$ cat config.mk
export PLATFORM = sky130hd
export DESIGN_NAME = lcd_wr_engine
export DESIGN_NICKNAME = d
export VERILOG_FILES = /design/src/rtl/lcd_wr_engine_pkg.sv /design/src/rtl/lcd_wr_engine_init_rom.sv /design/src/rtl/lcd_wr_engine.sv
export SDC_FILE = /design/constraint.sdc
export NUM_CORES = 1
export LEC_CHECK = 0
export BUFFER_PORTS_ARGS = -buffer_cell sky130_fd_sc_hd__buf_4
export CAP_MARGIN = 15
export CORE_UTILIZATION = 40
export CTS_BUF_LIST = sky130_fd_sc_hd__clkbuf_16
export DETAILED_ROUTE_END_ITERATION = 6
export PLACE_DENSITY_LB_ADDON = 0.1
export SLEW_MARGIN = 25
export SYNTH_ARGS = -nofsm -noshare
export SYNTH_HDL_FRONTEND = slang
export SYNTH_HIERARCHICAL = 1
export SYNTH_SLANG_ARGS = --single-unit
$ cat constraint.sdc
create_clock -name clk -period 3.3 [get_ports clk]
set_input_delay 0.825 -clock clk [delete_from_list [all_inputs] [get_ports clk]]
set_output_delay 0.825 -clock clk [all_outputs]
set_load 0.01 [all_outputs]
$ cat src/rtl/lcd_wr_engine_pkg.sv
// Shared definitions for the HD44780 write engine: FSM states, LCD command bytes,
// the memory-mapped port address and the long-execution-wait rule.
package lcd_wr_engine_pkg;

  typedef enum logic [2:0] {
    StPwrup  = 3'd0,
    StInitLd = 3'd1,
    StIdle   = 3'd2,
    StSetup  = 3'd3,
    StPulse  = 3'd4,
    StHold   = 3'd5,
    StWait   = 3'd6
  } state_e;

  localparam logic [7:0] CmdFunc8b2l = 8'h38;
  localparam logic [7:0] CmdDispOn   = 8'h0C;
  localparam logic [7:0] CmdClear    = 8'h01;
  localparam logic [7:0] CmdEntryInc = 8'h06;

  // Store writes {rs, byte}; load returns {31'b0, busy}.
  localparam logic [31:0] LcdMemAddr = 32'h0000_7030;

  localparam int unsigned InitLen = 6;
  localparam int unsigned CntW    = 20;

  // Clear (0x01) and home (0x02/0x03) need the long execution wait.
  function automatic logic is_long_cmd(input logic rs, input logic [7:0] data);
    return !rs && (data[7:2] == 6'b0);
  endfunction

endpackage

$ cat src/rtl/lcd_wr_engine_init_rom.sv
// Power-on init command table: index -> command byte and long-wait flag.
module lcd_wr_engine_init_rom
  import lcd_wr_engine_pkg::*;
(
  input  logic [2:0] idx_i,
  output logic [7:0] cmd_o,
  output logic       long_wait_o
);

  always_comb begin
    cmd_o = 8'h00;
    unique case (idx_i)
      3'd0, 3'd1, 3'd2: cmd_o = CmdFunc8b2l;
      3'd3:             cmd_o = CmdDispOn;
      3'd4:             cmd_o = CmdClear;
      3'd5:             cmd_o = CmdEntryInc;
      default:          cmd_o = 8'h00;
    endcase
    long_wait_o = is_long_cmd(1'b0, cmd_o);
  end

endmodule

$ cat src/rtl/lcd_wr_engine.sv
// HD44780 write engine: runs the power-on init sequence, then strobes single bytes
// from the LSU onto the LCD bus with setup/pulse/hold/exec-wait timing.
module lcd_wr_engine
  import lcd_wr_engine_pkg::*;
#(
  parameter int unsigned PWRUP_CYC     = 750000,
  parameter int unsigned SETUP_CYC     = 4,
  parameter int unsigned EN_CYC        = 25,
  parameter int unsigned HOLD_CYC      = 4,
  parameter int unsigned WAIT_CYC      = 2500,
  parameter int unsigned WAIT_LONG_CYC = 82000
) (
  input  logic       clk,
  input  logic       rst_n,
  input  logic       req_valid,
  input  logic       req_rs,
  input  logic [7:0] req_data,
  output logic       req_ready,
  output logic       busy,
  output logic       init_done,
  output logic       LCD_EN,
  output logic       LCD_RS,
  output logic       LCD_RW,
  output logic [7:0] LCD_DATA
);

  state_e            state_q, state_d;
  logic [CntW-1:0]   cnt_q, cnt_d, cnt_dec;
  logic [2:0]        idx_q, idx_d;
  logic              long_q, long_d;
  logic              en_q, en_d;
  logic              rs_q, rs_d;
  logic [7:0]        data_q, data_d;
  logic              ready_q, ready_d;
  logic              busy_q, busy_d;
  logic              done_q, done_d;
  logic [7:0]        rom_cmd;
  logic              rom_long;

  lcd_wr_engine_init_rom u_init_rom (
    .idx_i       (idx_q),
    .cmd_o       (rom_cmd),
    .long_wait_o (rom_long)
  );

  assign cnt_dec = cnt_q - CntW'(1);

  always_comb begin
    state_d = state_q;
    cnt_d   = cnt_q;
    idx_d   = idx_q;
    long_d  = long_q;
    en_d    = 1'b0;
    rs_d    = rs_q;
    data_d  = data_q;
    ready_d = 1'b0;
    done_d  = done_q;

    case (state_q)
      StPwrup: begin
        if (cnt_q == '0) state_d = StInitLd;
        else             cnt_d   = cnt_dec;
      end
      StInitLd: begin
        rs_d    = 1'b0;
        data_d  = rom_cmd;
        long_d  = rom_long;
        idx_d   = idx_q + 3'd1;
        state_d = StSetup;
        cnt_d   = CntW'(SETUP_CYC - 1);
      end
      StIdle: begin
        if (req_valid && ready_q) begin
          rs_d    = req_rs;
          data_d  = req_data;
          long_d  = is_long_cmd(req_rs, req_data);
          state_d = StSetup;
          cnt_d   = CntW'(SETUP_CYC - 1);
        end else begin
          ready_d = 1'b1;
        end
      end
      StSetup: begin
        if (cnt_q == '0) begin
          state_d = StPulse;
          cnt_d   = CntW'(EN_CYC - 1);
          en_d    = 1'b1;
        end else begin
          cnt_d = cnt_dec;
        end
      end
      StPulse: begin
        if (cnt_q == '0) begin
          state_d = StHold;
          cnt_d   = CntW'(HOLD_CYC - 1);
        end else begin
          cnt_d = cnt_dec;
          en_d  = 1'b1;
        end
      end
      StHold: begin
        if (cnt_q == '0) begin
          state_d = StWait;
          cnt_d   = long_q ? CntW'(WAIT_LONG_CYC - 1) : CntW'(WAIT_CYC - 1);
        end else begin
          cnt_d = cnt_dec;
        end
      end
      StWait: begin
        if (cnt_q == '0) begin
          if (!done_q && (idx_q < 3'(InitLen))) begin
            state_d = StInitLd;
          end else begin
            done_d  = 1'b1;
            ready_d = 1'b1;
            state_d = StIdle;
          end
        end else begin
          cnt_d = cnt_dec;
        end
      end
      default: state_d = StPwrup;
    endcase

    busy_d = ~ready_d;
  end

  always_ff @(posedge clk or negedge rst_n) begin
    if (!rst_n) begin
      state_q <= StPwrup;
      // The power-up wait is the first timed state, so it starts pre-loaded.
      cnt_q   <= CntW'(PWRUP_CYC - 1);
      idx_q   <= 3'd0;
      long_q  <= 1'b0;
      en_q    <= 1'b0;
      rs_q    <= 1'b0;
      data_q  <= 8'h00;
      ready_q <= 1'b0;
      busy_q  <= 1'b1;
      done_q  <= 1'b0;
    end else begin
      state_q <= state_d;
      cnt_q   <= cnt_d;
      idx_q   <= idx_d;
      long_q  <= long_d;
      en_q    <= en_d;
      rs_q    <= rs_d;
      data_q  <= data_d;
      ready_q <= ready_d;
      busy_q  <= busy_d;
      done_q  <= done_d;
    end
  end

  assign req_ready = ready_q;
  assign busy      = busy_q;
  assign init_done = done_q;
  assign LCD_EN    = en_q;
  assign LCD_RS    = rs_q;
  assign LCD_RW    = 1'b0;
  assign LCD_DATA  = data_q;

endmodule

**Word-level counts from Yosys, hierarchy flattened**

Cells that the tools add are included.

- Reduce and logical (&&, ||, !) cells: 18
- Order comparisons: 1
- Eq/ne operators: 18
- $add $sub $neg: 2
- Muxes and demuxes: 29
- Bitwise operators: 2

Operator list:

| kind | number |
|---|---|
| $pmux 20 s6 | 1 |
| $mux 20 | 5 |
| $pmux 6 s4 | 1 |
| $pmux 3 s7 | 1 |
| $logic_not 20->1 | 1 |
| $sub 20x1->20 const B | 1 |
| $mux 3 | 6 |
| $mux 17 | 1 |
| $pmux 8 s2 | 1 |
| $eq 3x3->1 const B | 5 |
| $ne 2x2->1 const B | 7 |
| $eq 3x2->1 const B | 4 |
| $logic_not 6->1 | 2 |
| $mux 8 | 1 |
| $pmux 1 s2 | 4 |
| $mux 1 | 7 |
| $eq 3x1->1 const B | 2 |
| $logic_not 3->1 | 2 |
| $reduce_and 3->1 | 2 |
| $reduce_and 6->1 | 1 |
| $reduce_bool 6->1 | 1 |
| $add 3x1->3 const B | 1 |
| $logic_and 1x1->1 | 3 |
| $lt 3x3->1 const B | 1 |
| 7 further kinds | 9 |

- Logic and storage cells: 80
- Register bits: 40
- Output and inout bits: 14
- Bits of input ports: 12

**Depth between registers and ports, before layout**

Gate-level depths: netlist of the first run.

- Depth after elaboration: 6
- Depth in mapped cells: 9
- Mapped depth without buffers: 8

**Hierarchy**

The synthesis of the first run kept the hierarchy.

Modules (own cells, without submodules):

| module | instances | cells each | area an instance (um2) | seq. area each (um2) |
|---|---|---|---|---|
| lcd_wr_engine | 1 | 267 | 2376.0 | 1018.5 |
| lcd_wr_engine_init_rom | 1 | 12 | 71.3 | 0.0 |

**Worst setup path after synthesis of the first run**

OpenSTA, ideal clock, no wires.

- Kind: reg-to-reg
- Start point: register cnt_q[0]
- End point: register cnt_q[19]
- Data required time: 3232 ps
- Stages on the path, launching flop included: 9
- Arrival: 2300 ps
- Library setup time: 68 ps
- Path slack: 932 ps
- Path buffers: 0
- Clock period less this slack: 2368 ps
- Cells stage by stage: dfstp_2 -> inv_1 -> ha_1 -> nor4b_2 -> nand4b_1 -> o31ai_4 -> or2_4 -> or4_1 -> a21oi_2

- Longest elaborated chain between the ends: 3
- Elaborated cells between the ends (all ways): 9
- Those cells by class: add/sub (1); eq/ne (1); mux (5); reduce/logical (2)

RTL lines:

| item | line | source |
|---|---|---|
| from (decl) | lcd_wr_engine.sv:28 | `logic [CntW-1:0] cnt_q, cnt_d, cnt_dec;` |
| from (signal assigned) | lcd_wr_engine.sv:132 | `cnt_q <= CntW'(PWRUP_CYC - 1);` |
| from (signal assigned) | lcd_wr_engine.sv:143 | `cnt_q <= cnt_d;` |
| $sub 20x1->20 or $logic_not 20->1 (tied branches) | n/a |  |
| $mux 20 (tied with other cells) | lcd_wr_engine.sv:61, lcd_wr_engine.sv:110 |  |
| $pmux 20 s6 or $reduce_and 3->1 (tied branches) | n/a |  |

Parallel ways exist; a longest one is shown, timed or not. The select of a mux whose other input is x is not followed.
A chain may end at the register's enable or synchronous reset.

**Worst setup path after layout of the first run**

- Start point: register cnt_q[0]
- End point: register cnt_q[9]

Same word-level chain as after synthesis.

==> results of run 1 <==
==> power groups by stage <==
stage / Combinational, mW / Clock (mW) / Sequential [mW]
after detailed placement: 0.0275 / 0 / 0.502
after global placement: 0.0272 / 0 / 0.502
after floorplan: 0.00553 / 0 / 0.502
after CTS: 0.0276 / 0.488 / 0.493
after global routing: 0.0303 / 0.509 / 0.493
final: 0.0265 / 0.476 / 0.493
==> flip-flops by register name, indices dropped and copies added, names as in the netlist <==
name	flops
LCD_DATA	8
init_done	1
busy	1
idx_q	3
state_q	3
req_ready	1
LCD_RS	1
long_q	1
LCD_EN	1
cnt_q	20
==> through the flow <==
step	total power, mW	setup slack (ps)	instance area, um^2	hold WS, ps	instances
after floorplan	0.508	932	2450	457	280
after global placement	0.529	517	2670	468	368
after detailed placement	0.529	430	2670	473	368
after CTS	1.01	438	2820	483	376
after global routing	1.03	195	2820	489	376
final	0.996	448	2820	487	376
==> per-layer routing <==
metal,up-vias,GRT usage (%),wire [um]
li1,1039,-,-
met1,973,27.3,2680
met2,57,29.6,2510
met3,4,3.75,292
met4,0,4.82,45
met5,-,0,0
==> cell type report <==
type | count | share of cell area, %
clock inverters | 3 | 0.667
multi-input cells | 212 | 45.8
repair buffers | 31 | 8.27
inverters | 10 | 1.33
clock buffers | 5 | 4.44
flip-flops and latches | 40 | 36.2
well taps | 75 | 3.33
==> how the worst max path moves through the flow <==
stage | endpoint | slack [ps] | cells after the start
final | cnt_q[9] | 450 | 8
after global routing | cnt_q[10] | 200 | 8
after CTS | cnt_q[9] | 440 | 8
after detailed placement | cnt_q[15] | 430 | 8
after global placement | cnt_q[10] | 520 | 8
after floorplan | cnt_q[19] | 930 | 8
==> layout by cell type, fill, tap and decap left out, types with 3 or more instances in the layout <==
cell type,instances
sky130_fd_sc_hd__nand2_1,36
sky130_fd_sc_hd__buf_4,31
sky130_fd_sc_hd__nor2_1,29
sky130_fd_sc_hd__dfrtp_1,26
sky130_fd_sc_hd__dfstp_2,14
sky130_fd_sc_hd__nor3_1,13
sky130_fd_sc_hd__a21oi_1,11
sky130_fd_sc_hd__inv_1,10
sky130_fd_sc_hd__xnor2_1,10
sky130_fd_sc_hd__a31oi_1,10
sky130_fd_sc_hd__or3_1,9
sky130_fd_sc_hd__o21ai_0,8
sky130_fd_sc_hd__nand3_1,8
sky130_fd_sc_hd__o21ai_1,5
sky130_fd_sc_hd__o311ai_1,5
sky130_fd_sc_hd__clkbuf_16,5
sky130_fd_sc_hd__or2_2,4
sky130_fd_sc_hd__nand2b_1,4
sky130_fd_sc_hd__nor4_1,4
sky130_fd_sc_hd__nor2b_1,3
sky130_fd_sc_hd__nor3b_1,3
sky130_fd_sc_hd__xor2_1,3
sky130_fd_sc_hd__conb_1,3
==> worst reg2reg max path, delay by kind of cell, from the launching register on <==
family | cells | cell delay [ps]
adder cells (fa/ha/maj) | 1 | 190
flip-flops | 1 | 390
buffers and inverters | 1 | 100
AND/OR/NAND/NOR | 4 | 1460
AO/OA/AOI/OAI | 2 | 590
==> cells by family (layout without fill, tap and decap cells) <==
logic type,Yosys count,in the layout
adder cells (fa/ha/maj),3,3
multiplexers,1,1
flip-flops,40,40
AO/OA/AOI/OAI,64,64
buffers and inverters,28,49
AND/OR/NAND/NOR,128,128
XOR/XNOR,13,13
other,2,3
==> results.txt, run 1 <==
outcome: complete, no violations
Hold Violations, Final: 0
antenna violations before repair: 0
Storage cell area: 1020 um^2
number of hold buffers added after cts: 0
Sinks on Clock Net: 40
arrival time of the worst setup path: 3010 ps
FP Rows: 28
primary flip-flop cell chosen by synthesis mapping: sky130_fd_sc_hd__dfrtp_1
Bufs on Longest Clock Path: 2
net switching power: 0.215 mW
cell types occupying the most area after synthesis: sky130_fd_sc_hd__dfrtp_1 27%, sky130_fd_sc_hd__dfstp_2 15%, sky130_fd_sc_hd__nand2_1 5.5%, sky130_fd_sc_hd__nor2_1 4.4%, sky130_fd_sc_hd__xnor2_1 3.6%
Resize count post-CTS: 0
compound-cell area share of the yosys netlist: 19.4%
Period minus WS final: 2850 ps
Seq/Total Area, Yosys: 41.6%
number of flops mapped to enable cells by yosys: 0
die span in x: 80.2 um
worst setup path class: flip-flop to flip-flop
GR Overflow Total: 0
Peak Freq: 351 MHz
combinational share of power: 2.7%
WL/cell: 14.7 um
clock skew after layout: 3.54 ps
critical hold path startpoint: cnt_q[19]
endpoint of the lowest-slack register-to-register path: cnt_q[9]
Data required, critical path: 3450 ps
post-synthesis share of cell area spent on full adders, half adders and majority gates: 1.43%
buffers and inverters on the worst path: 1
number of cells on the worst hold path: 2
switching part of the total power: 21.6%
Die H: 80.2 um
Reg power frac: 49.5%
unrepaired setup endpoints after global routing: no
static power due to leakage: 1.14 nW
ratio of cells with drive above 1 in the final layout: 22.6%
number of storage elements in the synthesis netlist: 40
total number of nets in the final design: 314
Largest delay share family, worst path: simple AND/OR/NAND/NOR gates
worst-margin pin slew: 630 ps
mux contribution to synthesized area: 0.460%
Cell Chain, Critical Path: inv_1 > ha_1 > nor4b_2 > nand4b_1 > or2_1 > a221o_1 > o21ai_2 > nor2_1
Power Dens Cells: 354 nW/um^2
share of flip-flops with an asynchronous set or reset after synthesis: 100%
minimum setup slack among reg-to-reg paths: 450 ps
internal portion of total power: 0.781 mW
number of buffers added by the clock tree synthesis step: 5
most frequent cell after synthesis: sky130_fd_sc_hd__nand2_1
cell with the largest stage delay on the worst path: sky130_fd_sc_hd__or2_1
hold path endpoint: cnt_q[19]
overall routed net length: 5.53 mm
detail-routed via count per cell: 5.51
Synth top cells by count: 36 x sky130_fd_sc_hd__nand2_1, 29 x sky130_fd_sc_hd__nor2_1, 26 x sky130_fd_sc_hd__dfrtp_1
total of fill cells in the finished design: 568
multi-input combinational cell area: 1290 um^2
final core utilization: 47.5%
post-DP HPWL: 3.92 mm
Max IR drop VDD: 0.187 mV
Worst-path clk slew: 60 ps
launch point of the worst path: cnt_q[0]
Worst setup SP type: flip-flop
GRT Overall Usage: 19.2%
Crit Path Max Fanout: 12
final setup fails: 0
area of the die: 6440 um^2
total of buffers placed on input and output ports: 24
Final TNS setup: 0 ps
largest net degree at the start of global routing: 41
post-synthesis cell type with the largest combined area: sky130_fd_sc_hd__dfrtp_1
post-synth cell types: 61
share of the synthesized area in the top cell type: 26.6%
part of the cycle the worst path needs: 86.4%
weighted congestion reported at the end of routability-driven placement: 0.834
maximum level of the CTS H-tree: 2
max-cap viol count: 0
root buffer cell: sky130_fd_sc_hd__clkbuf_16
Post-Synth XOR/XNOR Area: 4.65%
effective utilization at floorplan: 41.3%
remaining antenna violation count after routing: 0
beginning of the worst register-to-register path: cnt_q[0]
largest family of logic cells by synthesized area: simple AND/OR/NAND/NOR gates
growth of design area from synthesis to finish: 15.0%
class of the worst hold path: flip-flop to flip-flop
Max Transition Viols Final: 0
warnings from Yosys: 6
Post-Synthesis Mean Instance Area: 8.77 um^2
longest individual stage delay on the worst path: 500 ps
latest clock arrival within the worst-skew pair: 280 ps
number of placed I/O pins: 26
Max-Slew Margin vs Limit: 58.0%
1st-pass router iterations: 4
number of DRC violations after detailed-routing iteration 0: 204
Clock power frac: 47.8%
CORE AREA: 5920 um^2
Mapped Area: 2450 um^2
DRC violation count after routing: 0
total vias in the final route: 2073
number of cells traversed by the worst register-to-register path: 8
vias in the first global route: 1919
endpoint kind of the worst setup timing path: flip-flop
basic-gate share of the synthesized area counting and, or, nand and nor cells: 26.2%
global-route wire length before repair: 9.51 mm
CTS tree: yes
# diodes: 0
post-CTS setup-driven buffer insertion count: 0
number of instances in the synthesized netlist: 279
Note: power is estimated with default switching activity, not from simulation.
==> inputs of run 2 (changes only) <==
==> constraint.sdc (replaced) <==
create_clock -name clk -period 2.7 [get_ports clk]
set_input_delay 0.675 -clock clk [delete_from_list [all_inputs] [get_ports clk]]
set_output_delay 0.675 -clock clk [all_outputs]
set_load 0.01 [all_outputs]
==> run 2 against run 1 <==
- first-iteration DRC count fell by 4.9%
- sequential share of layout area down 1.1 points
- critical path depth increased by 2
- power is 22% higher
- fmax grew 11%
- clock power increased by 21%
- global-route usage increased by 0.63 points
- register-to-register slack lost 330 ps
- sequential cell count stayed put
- non-clock buffer count increased by 12
- hold slack lost 140 ps
- critical endpoint is now cnt_q[19]
- largest power group unchanged
- highest routed layer unchanged
==> results.txt, run 2 (synthesis results as in run 1) <==
outcome: complete, no violations
latest clock arrival within the worst-skew pair: 290 ps
effective utilization at floorplan: 41.3%
minimum setup slack among reg-to-reg paths: 120 ps
part of the cycle the worst path needs: 95.5%
CTS tree: yes
Storage cell area: 1020 um^2
Worst setup SP type: flip-flop
detail-routed via count per cell: 5.38
max-cap viol count: 0
number of cells traversed by the worst register-to-register path: 10
die span in x: 80.2 um
total vias in the final route: 2088
Resize count post-CTS: 0
Top reg by flops: cnt_q
post-DP HPWL: 4.02 mm
Crit Path Max Fanout: 12
endpoint kind of the worst setup timing path: flip-flop
multi-input combinational cell area: 1290 um^2
placed cells: 380
class of the worst hold path: input pin to async pin
antenna violations before repair: 0
Sinks on Clock Net: 40
DRC violation count after routing: 0
Data required, critical path: 2920 ps
static power due to leakage: 1.22 nW
# diodes: 0
worst setup path class: flip-flop to flip-flop
number of hold buffers added after cts: 0
Max-Slew Margin vs Limit: 66.2%
remaining antenna violation count after routing: 0
root buffer cell: sky130_fd_sc_hd__clkbuf_16
number of placed I/O pins: 26
Bufs on Longest Clock Path: 2
weighted congestion reported at the end of routability-driven placement: 0.808
maximum level of the CTS H-tree: 2
global-route wire length before repair: 9.63 mm
DP Worst Slack: 143 ps
worst-margin pin slew: 506 ps
number of buffers added by the clock tree synthesis step: 5
Hold Violations, Final: 0
total of fill cells in the finished design: 561
Power Dens Cells: 417 nW/um^2
final setup fails: 0
growth of design area from synthesis to finish: 18.7%
vias in the first global route: 1963
Max Transition Viols Final: 0
number of DRC violations after detailed-routing iteration 0: 194
FP Rows: 28
GR Overflow Total: 0
Period minus WS final: 2580 ps
unrepaired setup endpoints after global routing: no
total number of nets in the final design: 326
number of cells in the finished layout apart from fillers: 388
1st-pass router iterations: 5
Worst-path clk slew: 60 ps
ratio of cells with drive above 1 in the final layout: 25.6%
most frequent standard cell in the layout excluding fill and tap cells: sky130_fd_sc_hd__buf_4
Max IR drop VDD: 0.219 mV
WL/cell: 14.3 um
Die H: 80.2 um
overall routed net length: 5.56 mm
total of buffers placed on input and output ports: 24
clock skew after layout: 3.20 ps
Final TNS setup: 0 ps
largest net degree at the start of global routing: 41
CORE AREA: 5920 um^2
Peak Freq: 388 MHz
area of the die: 6440 um^2
GRT Overall Usage: 19.8%
post-CTS setup-driven buffer insertion count: 0
arrival time of the worst setup path: 2800 ps
highest-count cells in the layout ignoring fill and taps: 43 x sky130_fd_sc_hd__buf_4, 36 x sky130_fd_sc_hd__nand2_1, 29 x sky130_fd_sc_hd__nor2_1
final worst-path setup slack: 121 ps
flip-flop count of the largest register after layout: 20
-- run 2: cell types whose count changed in the layout (fill, tap and decap cells not counted), sizes merged --
cell | before | now
buf | 31 | 43
inv | 10 | 12
clkinvlp | 2 | 0
-- run 2: area by class of cell --
cell class,instances,share of cell area (%)
well taps,75,3.23
clock buffers,5,4.31
inverters,10,1.29
multi-input cells,212,44.5
repair buffers,43,11.1
clock inverters,3,0.431
flip-flops and latches,40,35.1
-- run 2: path summary, 6_finish.rpt --
check                           from        end
setup reg to reg            cnt_q[0]  cnt_q[19]
hold / removal                 rst_n  req_ready
hold reg to reg            cnt_q[19]  cnt_q[19]
max in group asynchronous      rst_n       busy
min in group clk           cnt_q[19]  cnt_q[19]
setup / recovery            cnt_q[0]  cnt_q[19]
-- run 2: through the flow --
| stage | power (mW) | hold WS (ps) | utilization, % | area [um^2] |
|---|---|---|---|---|
| 6_report | 1.21 | 350 | 49.0 | 2900 |
| 5_1_grt | 1.25 | 407 | 49.0 | 2900 |
| 4_1_cts | 1.22 | 385 | 49.0 | 2900 |
| 3_5_place_dp | 0.646 | 477 | 46.6 | 2760 |
| 3_3_place_gp | 0.646 | 470 | 46.6 | 2760 |
| 2_1_floorplan | 0.621 | 379 | - | 2450 |
-- run 2: routing by layer --
metal / global-route usage, % / routed length, um / vias to the layer above
met1: 27.7 / 2770 / 986
met5: 0 / 0 / -
met4: 6.43 / 81 / 0
met2: 30.4 / 2500 / 39
li1: - / - / 1056
met3: 3.98 / 211 / 7
-- run 2: where the power goes --
group	internal, mW	switching (mW)	leakage [nW]
registers	0.602	0.000854	0.464
logic	0.0135	0.0183	0.677
clock network	0.334	0.242	0.0762
-- run 2: critical path: stages, from the launching register on --
cell                       delay, ps
sky130_fd_sc_hd__dfstp_2         570
sky130_fd_sc_hd__inv_1            80
sky130_fd_sc_hd__ha_1            230
sky130_fd_sc_hd__nor4b_2         160
sky130_fd_sc_hd__buf_4           150
sky130_fd_sc_hd__nand4b_1        100
sky130_fd_sc_hd__buf_4           160
sky130_fd_sc_hd__o31ai_4          80
sky130_fd_sc_hd__or2_4           330
sky130_fd_sc_hd__or4_1           500
sky130_fd_sc_hd__a21oi_2         150
==> inputs of run 3 (changes only) <==
--- a/config.mk
+++ b/config.mk
@@ -5,7 +5,7 @@
 export SDC_FILE = /design/constraint.sdc
 export NUM_CORES = 1
 export LEC_CHECK = 0
-export BUFFER_PORTS_ARGS = -buffer_cell sky130_fd_sc_hd__buf_4
+export BUFFER_PORTS_ARGS = -buffer_cell sky130_fd_sc_hd__clkbuf_2
 export CAP_MARGIN = 15
 export CORE_UTILIZATION = 40
 export CTS_BUF_LIST = sky130_fd_sc_hd__clkbuf_16
==> run 3 against run 2 <==
- power fell by 0.94%
- worst setup slack improved by 7.0 ps
- register-to-register slack hardly changed
- die area unchanged
==> results.txt, run 3 (synthesis results as in run 1) <==
outcome: complete, no violations
highest-count cells in the layout ignoring fill and taps: 36 x sky130_fd_sc_hd__nand2_1, 29 x sky130_fd_sc_hd__nor2_1, 26 x sky130_fd_sc_hd__dfrtp_1
Bufs on Longest Clock Path: 2
die span in x: 80.2 um
CORE AREA: 5920 um^2
post-DP HPWL: 4.14 mm
static power due to leakage: 1.19 nW
FP Rows: 28
multi-input combinational cell area: 1290 um^2
# diodes: 0
remaining antenna violation count after routing: 0
GRT Overall Usage: 19.5%
final worst-path setup slack: 128 ps
number of DRC violations after detailed-routing iteration 0: 200
Cell Chain, Critical Path: inv_1 > ha_1 > nor4b_2 > buf_4 > nand4b_1 > buf_4 > o31ai_4 > or2_4 > or4_1 > a21oi_2
longest individual stage delay on the worst path: 570 ps
Peak Freq: 389 MHz
arrival time of the worst setup path: 2780 ps
Crit Path Max Fanout: 12
Max-Slew Margin vs Limit: 65.9%
Data required, critical path: 2910 ps
CTS tree: yes
post-CTS setup-driven buffer insertion count: 0
most used cell along the critical path: sky130_fd_sc_hd__buf_4
vias in the first global route: 1931
total number of nets in the final design: 326
detail-routed via count per cell: 5.40
Period minus WS final: 2570 ps
weighted congestion reported at the end of routability-driven placement: 0.793
number of buffers added by the clock tree synthesis step: 5
Sinks on Clock Net: 40
endpoint kind of the worst setup timing path: flip-flop
latest clock arrival within the worst-skew pair: 280 ps
Final TNS setup: 0 ps
total vias in the final route: 2094
part of the cycle the worst path needs: 95.3%
total of buffers placed on input and output ports: 24
DP Worst Slack: 147 ps
clock skew after layout: 4.65 ps
effective utilization at floorplan: 41.3%
minimum setup slack among reg-to-reg paths: 130 ps
antenna violations before repair: 0
worst setup path class: flip-flop to flip-flop
Die H: 80.2 um
final setup fails: 0
maximum level of the CTS H-tree: 2
1st-pass router iterations: 4
GR Overflow Total: 0
Power Dens Cells: 422 nW/um^2
Max IR drop VDD: 0.204 mV
worst-margin pin slew: 512 ps
WL/cell: 14.6 um
Worst-path clk slew: 60 ps
max-cap viol count: 0
most frequent standard cell in the layout excluding fill and tap cells: sky130_fd_sc_hd__nand2_1
area of the die: 6440 um^2
number of placed I/O pins: 26
overall routed net length: 5.67 mm
global-route wire length before repair: 9.66 mm
largest net degree at the start of global routing: 41
cell with the largest stage delay on the worst path: sky130_fd_sc_hd__dfstp_2
Max Transition Viols Final: 0
Hold Violations, Final: 0
ratio of cells with drive above 1 in the final layout: 25.6%
root buffer cell: sky130_fd_sc_hd__clkbuf_16
flip-flop count of the largest register after layout: 20
DRC violation count after routing: 0
unrepaired setup endpoints after global routing: no
growth of design area from synthesis to finish: 16.3%
Top reg by flops: cnt_q
total of fill cells in the finished design: 576
class of the worst hold path: input pin to async pin
Storage cell area: 1020 um^2
Worst setup SP type: flip-flop
[run 3: changes by cell type in the layout (fill, tap and decap cells not counted)]
cell / change
sky130_fd_sc_hd__buf_4: -24
sky130_fd_sc_hd__clkbuf_2: +24
sky130_fd_sc_hd__clkinv_1: +1
sky130_fd_sc_hd__clkinv_2: -1
sky130_fd_sc_hd__clkinvlp_4: +1
sky130_fd_sc_hd__inv_1: -1
[run 3: worst max-delay path, delay by kind of cell (launching register included)]
| kind | cells | cell delay [ps] |
|---|---|---|
| and+or+nand+nor | 4 | 1090 |
| AOI/OAI and AO/OA | 2 | 220 |
| DFF | 1 | 570 |
| adders and majority gates | 1 | 220 |
| buffers and inverters | 3 | 390 |
[run 3: through the flow]
step / total power [mW] / instance area, um^2 / hold WS [ps] / cells / utilization [%]
final: 1.20 / 2850 / 441 / 388 / 48.1
after global routing: 1.25 / 2850 / 504 / 388 / 48.1
after CTS: 1.22 / 2840 / 472 / 388 / 48.0
after detailed placement: 0.642 / 2700 / 477 / 380 / 45.6
after global placement: 0.642 / 2700 / 469 / 380 / 45.6
after floorplan: 0.621 / 2450 / 379 / 280 / -
[run 3: power breakdown]
part           internal (mW)  total [mW]  switching [mW]
Clock                  0.336       0.569           0.233
Combinational        0.00924      0.0279          0.0187
Sequential             0.602       0.603        0.000802
[run 3: final cells by class]
| cell class | count | area share [%] |
|---|---|---|
| clock buffer | 5 | 4.40 |
| clock inverter | 3 | 0.527 |
| inverter | 10 | 1.32 |
| tap | 75 | 3.30 |
| sequential | 40 | 35.8 |
| timing repair buffer | 43 | 9.23 |
| multi-input combinational | 212 | 45.5 |
[run 3: worst paths after layout]
| check | from | cells past startpoint | to |
|---|---|---|---|
| setup / recovery | cnt_q[0] | 10 | cnt_q[19] |
| hold / removal | rst_n | 2 | LCD_EN |
| setup reg to reg | cnt_q[0] | 10 | cnt_q[19] |
| hold reg to reg | cnt_q[19] | 2 | cnt_q[19] |
| max in group asynchronous | rst_n | 2 | cnt_q[17] |
| min in group clk | cnt_q[19] | 2 | cnt_q[19] |
[run 3: metal layers]
layer / GRT usage (%) / part of all wire [%] / up-vias
li1: - / - / 1060
met1: 27.3 / 50 / 989
met2: 30.1 / 46 / 41
met3: 4.09 / 3.2 / 4
met4: 5.71 / 0.71 / 0
met5: 0 / 0 / -
[run 3: what timing repair did]
action | in CTS | in global routing
hold buffers | 0 | 0
endpoints found under the setup margin | 0 | 1
gates resized for setup | 0 | 1
